File: config.mk
export PLATFORM = sky130hd
export DESIGN_NAME = sys_drain_flat
export DESIGN_NICKNAME = d
export VERILOG_FILES = /design/src/rtl/sys_drain_if.sv /design/src/rtl/sys_drain.sv /design/src/flat_wrapper.sv
export SDC_FILE = /design/constraint.sdc
export NUM_CORES = 1
export LEC_CHECK = 0
export CORE_MARGIN = 1.5
export CORE_UTILIZATION = 40
export DETAILED_ROUTE_END_ITERATION = 6
export PLACE_DENSITY = 0.63
export SYNTH_ARGS = -nofsm -noshare
export SYNTH_HDL_FRONTEND = slang
export SYNTH_SLANG_ARGS = --single-unit
File: constraint.sdc
create_clock -name clk -period 4.4 [get_ports clk]
set_input_delay 0.44 -clock clk [delete_from_list [all_inputs] [get_ports clk]]
set_output_delay 0.44 -clock clk [all_outputs]
set_load 0.01 [all_outputs]
File: src/rtl/sys_drain_if.sv
// Bus bundle for sys_drain: skewed column sums in, aligned result rows out.
// Optional macro SYS_DRAIN_ROWIDX_EN adds the 8-bit out_idx row index.
interface sys_drain_if #(
    parameter int N     = 4,
    parameter int SUM_W = 9,
    parameter int DEPTH = 4
);
    localparam int CW = $clog2(DEPTH) + 1;

    logic [N*SUM_W-1:0] in_sum;
    logic [N-1:0]       in_valid;
    logic               out_valid;
    logic               out_ready;
    logic [N*SUM_W-1:0] out_row;
    logic [CW-1:0]      out_count;
    logic               err_skew;
    logic               err_ovf;
`ifdef SYS_DRAIN_ROWIDX_EN
    logic [7:0]         out_idx;
`endif

    // Producer of column sums and consumer of rows.
    modport master (
        output in_sum, in_valid, out_ready,
        input  out_valid, out_row, out_count, err_skew, err_ovf
`ifdef SYS_DRAIN_ROWIDX_EN
        , input out_idx
`endif
    );

    // The drain itself.
    modport slave (
        input  in_sum, in_valid, out_ready,
        output out_valid, out_row, out_count, err_skew, err_ovf
`ifdef SYS_DRAIN_ROWIDX_EN
        , output out_idx
`endif
    );
endinterface

File: src/rtl/sys_drain.sv
// Systolic array output drain: deskews the bottom-row column sums, checks
// that each row lines up, and queues complete rows in a small FIFO.
// Optional macro SYS_DRAIN_ROWIDX_EN tags every queued row with an 8-bit index.
module sys_drain #(
    parameter int WIDTH = 3,
    parameter int N     = 4,
    parameter int SUM_W = 3 * WIDTH,
    parameter int DEPTH = 4
) (
    input  logic      clk,
    input  logic      reset,
    sys_drain_if.slave bus
);
    localparam int NS = N - 1;             // deskew stages of column 0
    localparam int PW = $clog2(DEPTH);
    localparam int CW = $clog2(DEPTH) + 1;

    typedef logic [N*SUM_W-1:0] row_t;

    if (SUM_W < 2 * WIDTH) begin : g_bad_sum_w
        $error("sys_drain: SUM_W narrower than a product");
    end

    row_t           stg_sum_q [NS];
    row_t           stg_sum_d [NS];
    logic [N-1:0]   stg_vld_q [NS];
    logic [N-1:0]   stg_vld_d [NS];

    row_t           al_sum;
    logic [N-1:0]   al_vld;
    logic           row_full, row_part, pop, push;

    row_t           mem_q [DEPTH];
    row_t           mem_d [DEPTH];
    logic [PW-1:0]  wr_ptr_q, wr_ptr_d, rd_ptr_q, rd_ptr_d;
    logic [CW-1:0]  count_q, count_d;
    row_t           hold_q, hold_d;
    logic           skew_q, skew_d, ovf_q, ovf_d;

    // Deskew shift: column j enters at stage j and shifts to the last stage,
    // so it sees NS-j registers; column N-1 bypasses the chain entirely.
    always_comb begin
        for (int s = 0; s < NS; s++) begin
            stg_sum_d[s] = '0;
            stg_vld_d[s] = '0;
        end
        stg_sum_d[0][0 +: SUM_W] = bus.in_sum[0 +: SUM_W];
        stg_vld_d[0][0]          = bus.in_valid[0];
        for (int s = 1; s < NS; s++) begin
            for (int j = 0; j < N; j++) begin
                if (j < s) begin
                    stg_sum_d[s][j*SUM_W +: SUM_W] = stg_sum_q[s-1][j*SUM_W +: SUM_W];
                    stg_vld_d[s][j]                = stg_vld_q[s-1][j];
                end else if (j == s) begin
                    stg_sum_d[s][j*SUM_W +: SUM_W] = bus.in_sum[j*SUM_W +: SUM_W];
                    stg_vld_d[s][j]                = bus.in_valid[j];
                end
            end
        end
    end

    // Deskew registers; reset discards any partially captured row.
    always_ff @(posedge clk) begin
        for (int s = 0; s < NS; s++) begin
            if (reset) begin
                stg_sum_q[s] <= '0;
                stg_vld_q[s] <= '0;
            end else begin
                stg_sum_q[s] <= stg_sum_d[s];
                stg_vld_q[s] <= stg_vld_d[s];
            end
        end
    end

    // Aligned row view: last deskew stage plus the undelayed last column.
    always_comb begin
        al_sum = stg_sum_q[NS-1];
        al_vld = stg_vld_q[NS-1];
        al_sum[(N-1)*SUM_W +: SUM_W] = bus.in_sum[(N-1)*SUM_W +: SUM_W];
        al_vld[N-1]                  = bus.in_valid[N-1];
    end

    // Row check and FIFO control; a full FIFO still takes a row when it pops.
    always_comb begin
        row_full = &al_vld;
        row_part = (|al_vld) & ~row_full;
        pop      = (count_q != '0) & bus.out_ready;
        push     = row_full & ((count_q < CW'(DEPTH)) | pop);
        wr_ptr_d = push ? wr_ptr_q + PW'(1) : wr_ptr_q;
        rd_ptr_d = pop  ? rd_ptr_q + PW'(1) : rd_ptr_q;
        count_d  = count_q + CW'(push) - CW'(pop);
        hold_d   = pop ? mem_q[rd_ptr_q] : hold_q;
        skew_d   = skew_q | row_part;
        ovf_d    = ovf_q | (row_full & ~push);
        mem_d    = mem_q;
        if (push) mem_d[wr_ptr_q] = al_sum;
    end

    // FIFO bookkeeping and sticky error flags.
    always_ff @(posedge clk) begin
        if (reset) begin
            wr_ptr_q <= '0;
            rd_ptr_q <= '0;
            count_q  <= '0;
            hold_q   <= '0;
            skew_q   <= 1'b0;
            ovf_q    <= 1'b0;
        end else begin
            wr_ptr_q <= wr_ptr_d;
            rd_ptr_q <= rd_ptr_d;
            count_q  <= count_d;
            hold_q   <= hold_d;
            skew_q   <= skew_d;
            ovf_q    <= ovf_d;
        end
    end

    // Row storage; contents are don't-care until written, so no reset.
    always_ff @(posedge clk) begin
        mem_q <= mem_d;
    end

    assign bus.out_valid = (count_q != '0);
    assign bus.out_row   = bus.out_valid ? mem_q[rd_ptr_q] : hold_q;
    assign bus.out_count = count_q;
    assign bus.err_skew  = skew_q;
    assign bus.err_ovf   = ovf_q;

`ifdef SYS_DRAIN_ROWIDX_EN
    logic [7:0] idx_q, idx_d, idx_hold_q, idx_hold_d;
    logic [7:0] idx_mem_q [DEPTH];
    logic [7:0] idx_mem_d [DEPTH];

    // Row index: advances only on accepted pushes and travels with the row.
    always_comb begin
        idx_d      = push ? idx_q + 8'd1 : idx_q;
        idx_hold_d = pop ? idx_mem_q[rd_ptr_q] : idx_hold_q;
        idx_mem_d  = idx_mem_q;
        if (push) idx_mem_d[wr_ptr_q] = idx_q;
    end

    // Index counter and head-index hold register.
    always_ff @(posedge clk) begin
        if (reset) begin
            idx_q      <= '0;
            idx_hold_q <= '0;
        end else begin
            idx_q      <= idx_d;
            idx_hold_q <= idx_hold_d;
        end
    end

    // Index storage alongside the row storage.
    always_ff @(posedge clk) begin
        idx_mem_q <= idx_mem_d;
    end

    assign bus.out_idx = bus.out_valid ? idx_mem_q[rd_ptr_q] : idx_hold_q;
`endif
endmodule

File: src/flat_wrapper.sv
// flat-port wrapper written by rule: the top's interface ports become plain ports
module sys_drain_flat 
#(
    parameter int WIDTH = 3,
    parameter int N     = 4,
    parameter int SUM_W = 3 * WIDTH,
    parameter int DEPTH = 4
)
  (clk, reset, bus_in_sum, bus_in_valid, bus_out_ready, bus_out_valid, bus_out_row, bus_out_count, bus_err_skew, bus_err_ovf);
  sys_drain_if #(.N(N), .SUM_W(SUM_W), .DEPTH(DEPTH)) bus_i ();
  input  logic clk;
  input  logic reset;
  input wire logic [$bits(bus_i.in_sum)-1:0] bus_in_sum;
  input wire logic [$bits(bus_i.in_valid)-1:0] bus_in_valid;
  input wire logic [$bits(bus_i.out_ready)-1:0] bus_out_ready;
  output wire logic [$bits(bus_i.out_valid)-1:0] bus_out_valid;
  output wire logic [$bits(bus_i.out_row)-1:0] bus_out_row;
  output wire logic [$bits(bus_i.out_count)-1:0] bus_out_count;
  output wire logic [$bits(bus_i.err_skew)-1:0] bus_err_skew;
  output wire logic [$bits(bus_i.err_ovf)-1:0] bus_err_ovf;
  assign bus_i.in_sum = bus_in_sum;
  assign bus_i.in_valid = bus_in_valid;
  assign bus_i.out_ready = bus_out_ready;
  assign bus_out_valid = bus_i.out_valid;
  assign bus_out_row = bus_i.out_row;
  assign bus_out_count = bus_i.out_count;
  assign bus_err_skew = bus_i.err_skew;
  assign bus_err_ovf = bus_i.err_ovf;
  sys_drain #(.WIDTH(WIDTH), .N(N), .SUM_W(SUM_W), .DEPTH(DEPTH)) u_core (.clk(clk), .reset(reset), .bus(bus_i));
endmodule
==> results.py, run 1 <==
metrics = {
    "run_status": {
        "status": "finished clean",
    },
    "worst_setup_path": {
        "critPathLaunchType": "register",
        "path_buf_inv": 1,
        "crit_chain": "mux4_2, mux2_4, clkdlybuf4s50_1",
        "max_stage_delay_ns": 0.87,
        "critical_path_required_ns": 3.96,
        "worst-path-max-fanout": 38,
        "endpoint_kind": "output port",
        "critPathTopFamily": "multiplexers",
        "slowest_stage": "dfxtp_4",
        "critPathArrivalTime_ns": 2.82,
        "worst-setup-path-type": "reg -> out",
    },
    "placement": {
        "gp_congestion": 0.646,
        "dp_worst_setup_slack_ns": 1.62,
        "placed_area_um2": 9990,
        "dpl.hpwl_um": 8500,
        "dp.cells": 830,
        "io_buffer_count": 84,
    },
    "synth": {
        "synth.most_common_cell": "edfxtp_1",
        "synthFlopType": "edfxtp_1",
        "synth_common_cells": "edfxtp_1, dfxtp_1, nor2b_1, a22o_1, mux4_2",
        "syn_area_per_cell_um2": 18.2,
        "synth-async-reset-ratio_pct": 0,
        "ys_seq_area_share_pct": 71.7,
        "ys_ff_latch": 249,
        "yosysTopAreaCell": "edfxtp_1",
        "synth_edf_count": 144,
        "ys_types": 32,
        "syn_inst": 492,
        "yosysWarnings": 0,
        "syn-num-nets": 542,
        "synthTopCellsByArea": "edfxtp_1, dfxtp_1, mux4_2",
        "syn_area_um2": 8960,
        "netlist.area_leader.share_pct": 48.2,
    },
    "run": {
        "drv_cap": 0,
    },
    "clock_network": {
        "numClockSinks": 249,
        "cts_root_buffer": "clkbuf_16",
        "cts_hold_buf": 0,
        "cts_tree": "yes",
        "clock_path_buffers": 3,
        "clk_pin_slew_ns": 0.06,
        "clk_latency_ns": 0.51,
        "htree_levels": 1,
        "postCtsSetupBuffers": 0,
        "cts_resized": 0,
        "cts_inserted_buffers": 26,
    },
    "finish": {
        "nNetsFinal": 628,
        "area_delta_synth_final_pct": 21.2,
        "drive_gt1_share_pct": 20.9,
        "num_antenna_cells": 0,
        "fillCellCount": 1828,
        "stdcell_area_um2": 10900,
        "instances_no_fill": 878,
    },
    "drt": {
        "first_pass_iters": 4,
        "wl_um": 15700,
        "wire_per_inst_um": 17.9,
        "drt-initial-drc-count": 271,
        "drc": 0,
        "ant_nets": 0,
        "via_per_inst": 4.93,
        "vias": 4328,
    },
    "sta": {
        "hold_ws_ns": 0.420,
        "hold_viol": 0,
        "fin_crit_ns": 3.26,
        "rsz0062_at_grt": "false",
        "max_freq_ghz": 0.307,
        "worst_pin_slew_ns": 1.18,
        "slew_headroom_pct": 21.4,
        "setup_slack_ns": 1.14,
        "finalCritPeriodShare_pct": 74.1,
        "setup_violations": 0,
        "fin_tns_setup_ns": 0,
        "final-max-slew-violation-count": 0,
        "skew_ns": 0.0178,
    },
    "global_routing": {
        "grt-ovfl-total": 0,
        "grt_start_max_net_pins": 70,
        "track_usage_pct": 13.6,
        "grt_pass1_wl_um": 24900,
        "grt_pass1_vias": 4641,
        "antenna_found_initial": 0,
    },
    "worst_hold_path": {
        "hp-class": "reg -> reg",
    },
    "power_and_ir_drop": {
        "cellLeakagePower_nw": 3.79,
        "peakVddDrop_mv": 0.235,
        "p_per_area_nw_per_um2": 625,
    },
    "die": {
        "row_count": 54,
        "ios": 85,
        "dieArea_um2": 23300,
        "core_um2": 21900,
        "die_h_um": 153,
        "initial_core_util_pct": 40.9,
        "fp.dieW_um": 153,
    },
}
-- kinds of logic (layout without fill, tap and decap cells) --
kind of cell / Yosys count / after routing / share of synthesized area (%)
DFF: 249 / 249 / 71.7
and+or+nand+nor: 83 / 83 / 5.65
muxes: 72 / 72 / 14.8
AOI/OAI and AO/OA: 45 / 45 / 4.27
buffers and inverters: 33 / 139 / 2.23
adders and majority gates: 7 / 7 / 1.06
xor gates and xnor gates: 3 / 3 / 0.293
-- registers in the layout, summed over array words and instances (netlist names) --
| register | flops |
|---|---|
| u_core.mem_q | 144 |
| u_core.stg_sum_q | 54 |
| u_core.hold_q | 36 |
| u_core.stg_vld_q | 6 |
| u_core.bus.out_count | 3 |
| u_core.rd_ptr_q | 2 |
| u_core.wr_ptr_q | 2 |
| u_core.bus.err_ovf | 1 |
| u_core.bus.err_skew | 1 |
-- layout make-up --
cell class / instances / area (µm²) / area share [%]
flip-flops and latches: 249 / 6430 / 59.2
multi-input cells: 210 / 2350 / 21.6
repair buffers: 85 / 843 / 7.76
clock buffers: 38 / 757 / 6.97
well taps: 280 / 350 / 3.23
clock inverters: 10 / 110 / 1.01
inverters: 6 / 22.5 / 0.207
-- cells in the final DEF, fill, tap and decap left out, drive strengths merged, types with 2 or more instances in the layout --
cell / count
a21oi: 5
a22o: 36
and3: 4
buf: 2
bufinv: 2
clkbuf: 38
clkdlybuf4s50: 83
clkinv: 7
dfxtp: 105
edfxtp: 144
ha: 6
inv: 6
mux2: 36
mux4: 36
nand3: 2
nor2: 8
nor2b: 62
o21ai: 2
xor2: 3
-- worst paths after layout --
kind                                start                       to  slack (ns)  depth (start not counted)
setup / recovery       u_core.rd_ptr_q[0]          bus_out_row[16]        1.14                          3
hold / removal    u_core.stg_sum_q[1][16]  u_core.stg_sum_q[2][16]        0.42                          1
setup reg to reg  u_core.bus.out_count[1]        u_core.hold_q[10]        1.97                          3
hold reg to reg   u_core.stg_sum_q[1][16]  u_core.stg_sum_q[2][16]        0.42                          1
-- stage by stage --
| stage | util (%) | total power, W |
|---|---|---|
| after detailed placement | 45.7 | 0.00471 |
| final | 49.6 | 0.00679 |
| after global placement | 45.7 | 0.00468 |
| after global routing | 49.6 | 0.00709 |
| after floorplan | - | 0.00404 |
| after CTS | 49.6 | 0.00689 |
-- report_power, final --
group / switching (W) / leakage [nW] / internal, W
sequential: 0.000216 / 2.18 / 0.00260
combinational: 0.000660 / 1.18 / 0.00115
clock: 0.000855 / 0.426 / 0.00131
-- layer usage --
layer | share of wire, % | GRT usage [%] | vias up
li1 | - | - | 2041
met1 | 43 | 16.7 | 2163
met2 | 51 | 24.1 | 103
met3 | 4.9 | 3.01 | 21
met4 | 1.3 | 3.43 | 0
met5 | 0 | 0 | -
No activity file was read; power rests on OpenSTA's default activity.
==> run 2: changes to the inputs <==
clock period = 3 ns   (was 4.4 ns; I/O delays follow)
==> run 2 against run 1 <==
Core utilization up 0.74 points; combinational power up 59%; via count up 0.62%; clock power up 49%; critical path type unchanged; critical endpoint is now bus_out_row[5]; largest cell class unchanged; largest power group unchanged.
==> results.py, run 2 (synthesis gave the netlist of run 1 again) <==
metrics = {
    "die": {
        "dieArea_um2": 23300,
        "core_um2": 21900,
        "row_count": 54,
        "fp.dieW_um": 153,
        "initial_core_util_pct": 40.9,
        "die_h_um": 153,
        "ios": 85,
    },
    "run_status": {
        "status": "finished clean",
    },
    "clock_network": {
        "clock_path_buffers": 3,
        "cts_hold_buf": 0,
        "numClockSinks": 249,
        "htree_levels": 1,
        "cts_root_buffer": "clkbuf_16",
        "clk_pin_slew_ns": 0.06,
        "clk_latency_ns": 0.52,
        "cts_inserted_buffers": 26,
        "cts_tree": "yes",
    },
    "global_routing": {
        "grt-ovfl-total": 0,
        "grt_start_max_net_pins": 62,
        "track_usage_pct": 13.5,
        "grt_pass1_wl_um": 24800,
        "grt_pass1_vias": 4730,
        "antenna_found_initial": 0,
    },
    "drt": {
        "drt-initial-drc-count": 208,
        "via_per_inst": 4.90,
        "drc": 0,
        "wl_um": 15500,
        "wire_per_inst_um": 17.4,
        "vias": 4355,
        "first_pass_iters": 4,
        "ant_nets": 0,
    },
    "sta": {
        "worst_pin_slew_ns": 0.774,
        "hold_viol": 0,
        "max_freq_ghz": 0.350,
        "slew_headroom_pct": 48.4,
        "skew_ns": 0.0122,
        "fin_crit_ns": 2.86,
        "rsz0062_at_grt": "false",
        "setup_violations": 0,
        "finalCritPeriodShare_pct": 95.3,
        "final-max-slew-violation-count": 0,
        "fin_tns_setup_ns": 0,
    },
    "worst_setup_path": {
        "path_buf_inv": 2,
        "worst-path-max-fanout": 20,
        "max_stage_delay_ns": 0.66,
        "worst-setup-path-type": "reg -> out",
        "critPathTopFamily": "buffers and inverters",
        "slowest_stage": "dfxtp_2",
        "critPathLaunchType": "register",
        "crit_chain": "buf_12, mux4_2, mux2_2, clkdlybuf4s50_1",
        "critical_path_required_ns": 2.70,
        "r2r_slack_ns": 0.67,
        "endpoint_kind": "output port",
        "critPathArrivalTime_ns": 2.56,
    },
    "finish": {
        "num_antenna_cells": 0,
        "largest_register": "u_core.mem_q",
        "drive_gt1_share_pct": 22.7,
        "reg_top3": "u_core.mem_q: 144 flops, u_core.stg_sum_q: 54 flops, u_core.hold_q: 36 flops",
        "final_cell_mix": "edfxtp_1, dfxtp_1, clkdlybuf4s50_1, nor2b_1",
        "area_delta_synth_final_pct": 23.0,
        "nNetsFinal": 639,
        "largest_reg_flops": 144,
        "layout_commonest_cell": "edfxtp_1",
        "fin_util_pct": 50.4,
    },
    "power_and_ir_drop": {
        "power.clock.fraction_pct": 32.0,
        "internal-power_w": 0.00755,
        "p_comb_share_pct": 28.5,
        "switching_power_w": 0.00253,
        "swShare_pct": 25.1,
        "peakVddDrop_mv": 0.422,
        "cellLeakagePower_nw": 3.88,
        "seqPwrFrac_pct": 39.4,
        "p_per_area_nw_per_um2": 914,
    },
    "placement": {
        "io_buffer_count": 84,
        "gp_congestion": 0.701,
        "dpl.hpwl_um": 9270,
    },
    "worst_hold_path": {
        "hp-class": "in -> reg",
    },
    "run": {
        "drv_cap": 0,
    },
}
-- run 2: cell types whose count changed in the layout (fill, tap and decap cells not counted), sizes merged --
cell	previous run	this run
clkinv	7	10
bufinv	2	3
buf	2	13
clkinvlp	1	0
clkbuf	38	35
-- run 2: final cells by class --
| type | count | area (µm²) |
|---|---|---|
| clock buffer | 35 | 746 |
| clock inverter | 13 | 136 |
| fill | 1809 | 10900 |
| inverter | 6 | 22.5 |
| multi-input combinational | 210 | 2350 |
| sequential | 249 | 6430 |
| tap | 280 | 350 |
| timing repair buffer | 96 | 988 |
-- run 2: through the flow --
step                instances  cell area [µm²]  setup slack, ns  total power, W  hold slack (ns)
finish                    889            11000            0.142          0.0101            0.132
floorplan                 492             8960            0.881         0.00592            0.399
detailed placement        841            10100            0.462         0.00697            0.420
CTS                       889            11000          0.00156          0.0102            0.113
global placement          841            10100            0.567         0.00693            0.418
global route              889            11000           0.0451          0.0105            0.139
-- run 2: final timing paths --
path | start | end | cells past startpoint
worst max-delay path | u_core.rd_ptr_q[1] | bus_out_row[5] | 4
worst min-delay path | reset | u_core.bus.out_count[1] | 2
worst max register to register | u_core.bus.out_count[0] | u_core.bus.out_count[2] | 10
worst min register to register | u_core.stg_sum_q[1][1] | u_core.stg_sum_q[2][1] | 1
-- run 2: power groups by stage --
stage / logic, W / clock network [W] / registers (W)
5_1_grt: 0.00308 / 0.00343 / 0.00400
6_report: 0.00287 / 0.00323 / 0.00397
3_3_place_gp: 0.00290 / 0 / 0.00403
2_1_floorplan: 0.00193 / 0 / 0.00398
3_5_place_dp: 0.00293 / 0 / 0.00404
4_1_cts: 0.00295 / 0.00331 / 0.00397
-- run 2: timing repair --
action	in CTS	in global routing
buffers inserted	0	0
hold endpoints to repair	0	0
resized for setup	0	2
setup endpoints to repair	0	7
-- run 2: routing by layer --
metal	part of all wire [%]	global-route usage [%]	up-vias
met2	52	24.0	91
met4	2.1	5.36	0
li1	-	-	2062
met5	0	0	-
met1	42	16.1	2176
met3	3.8	2.30	26
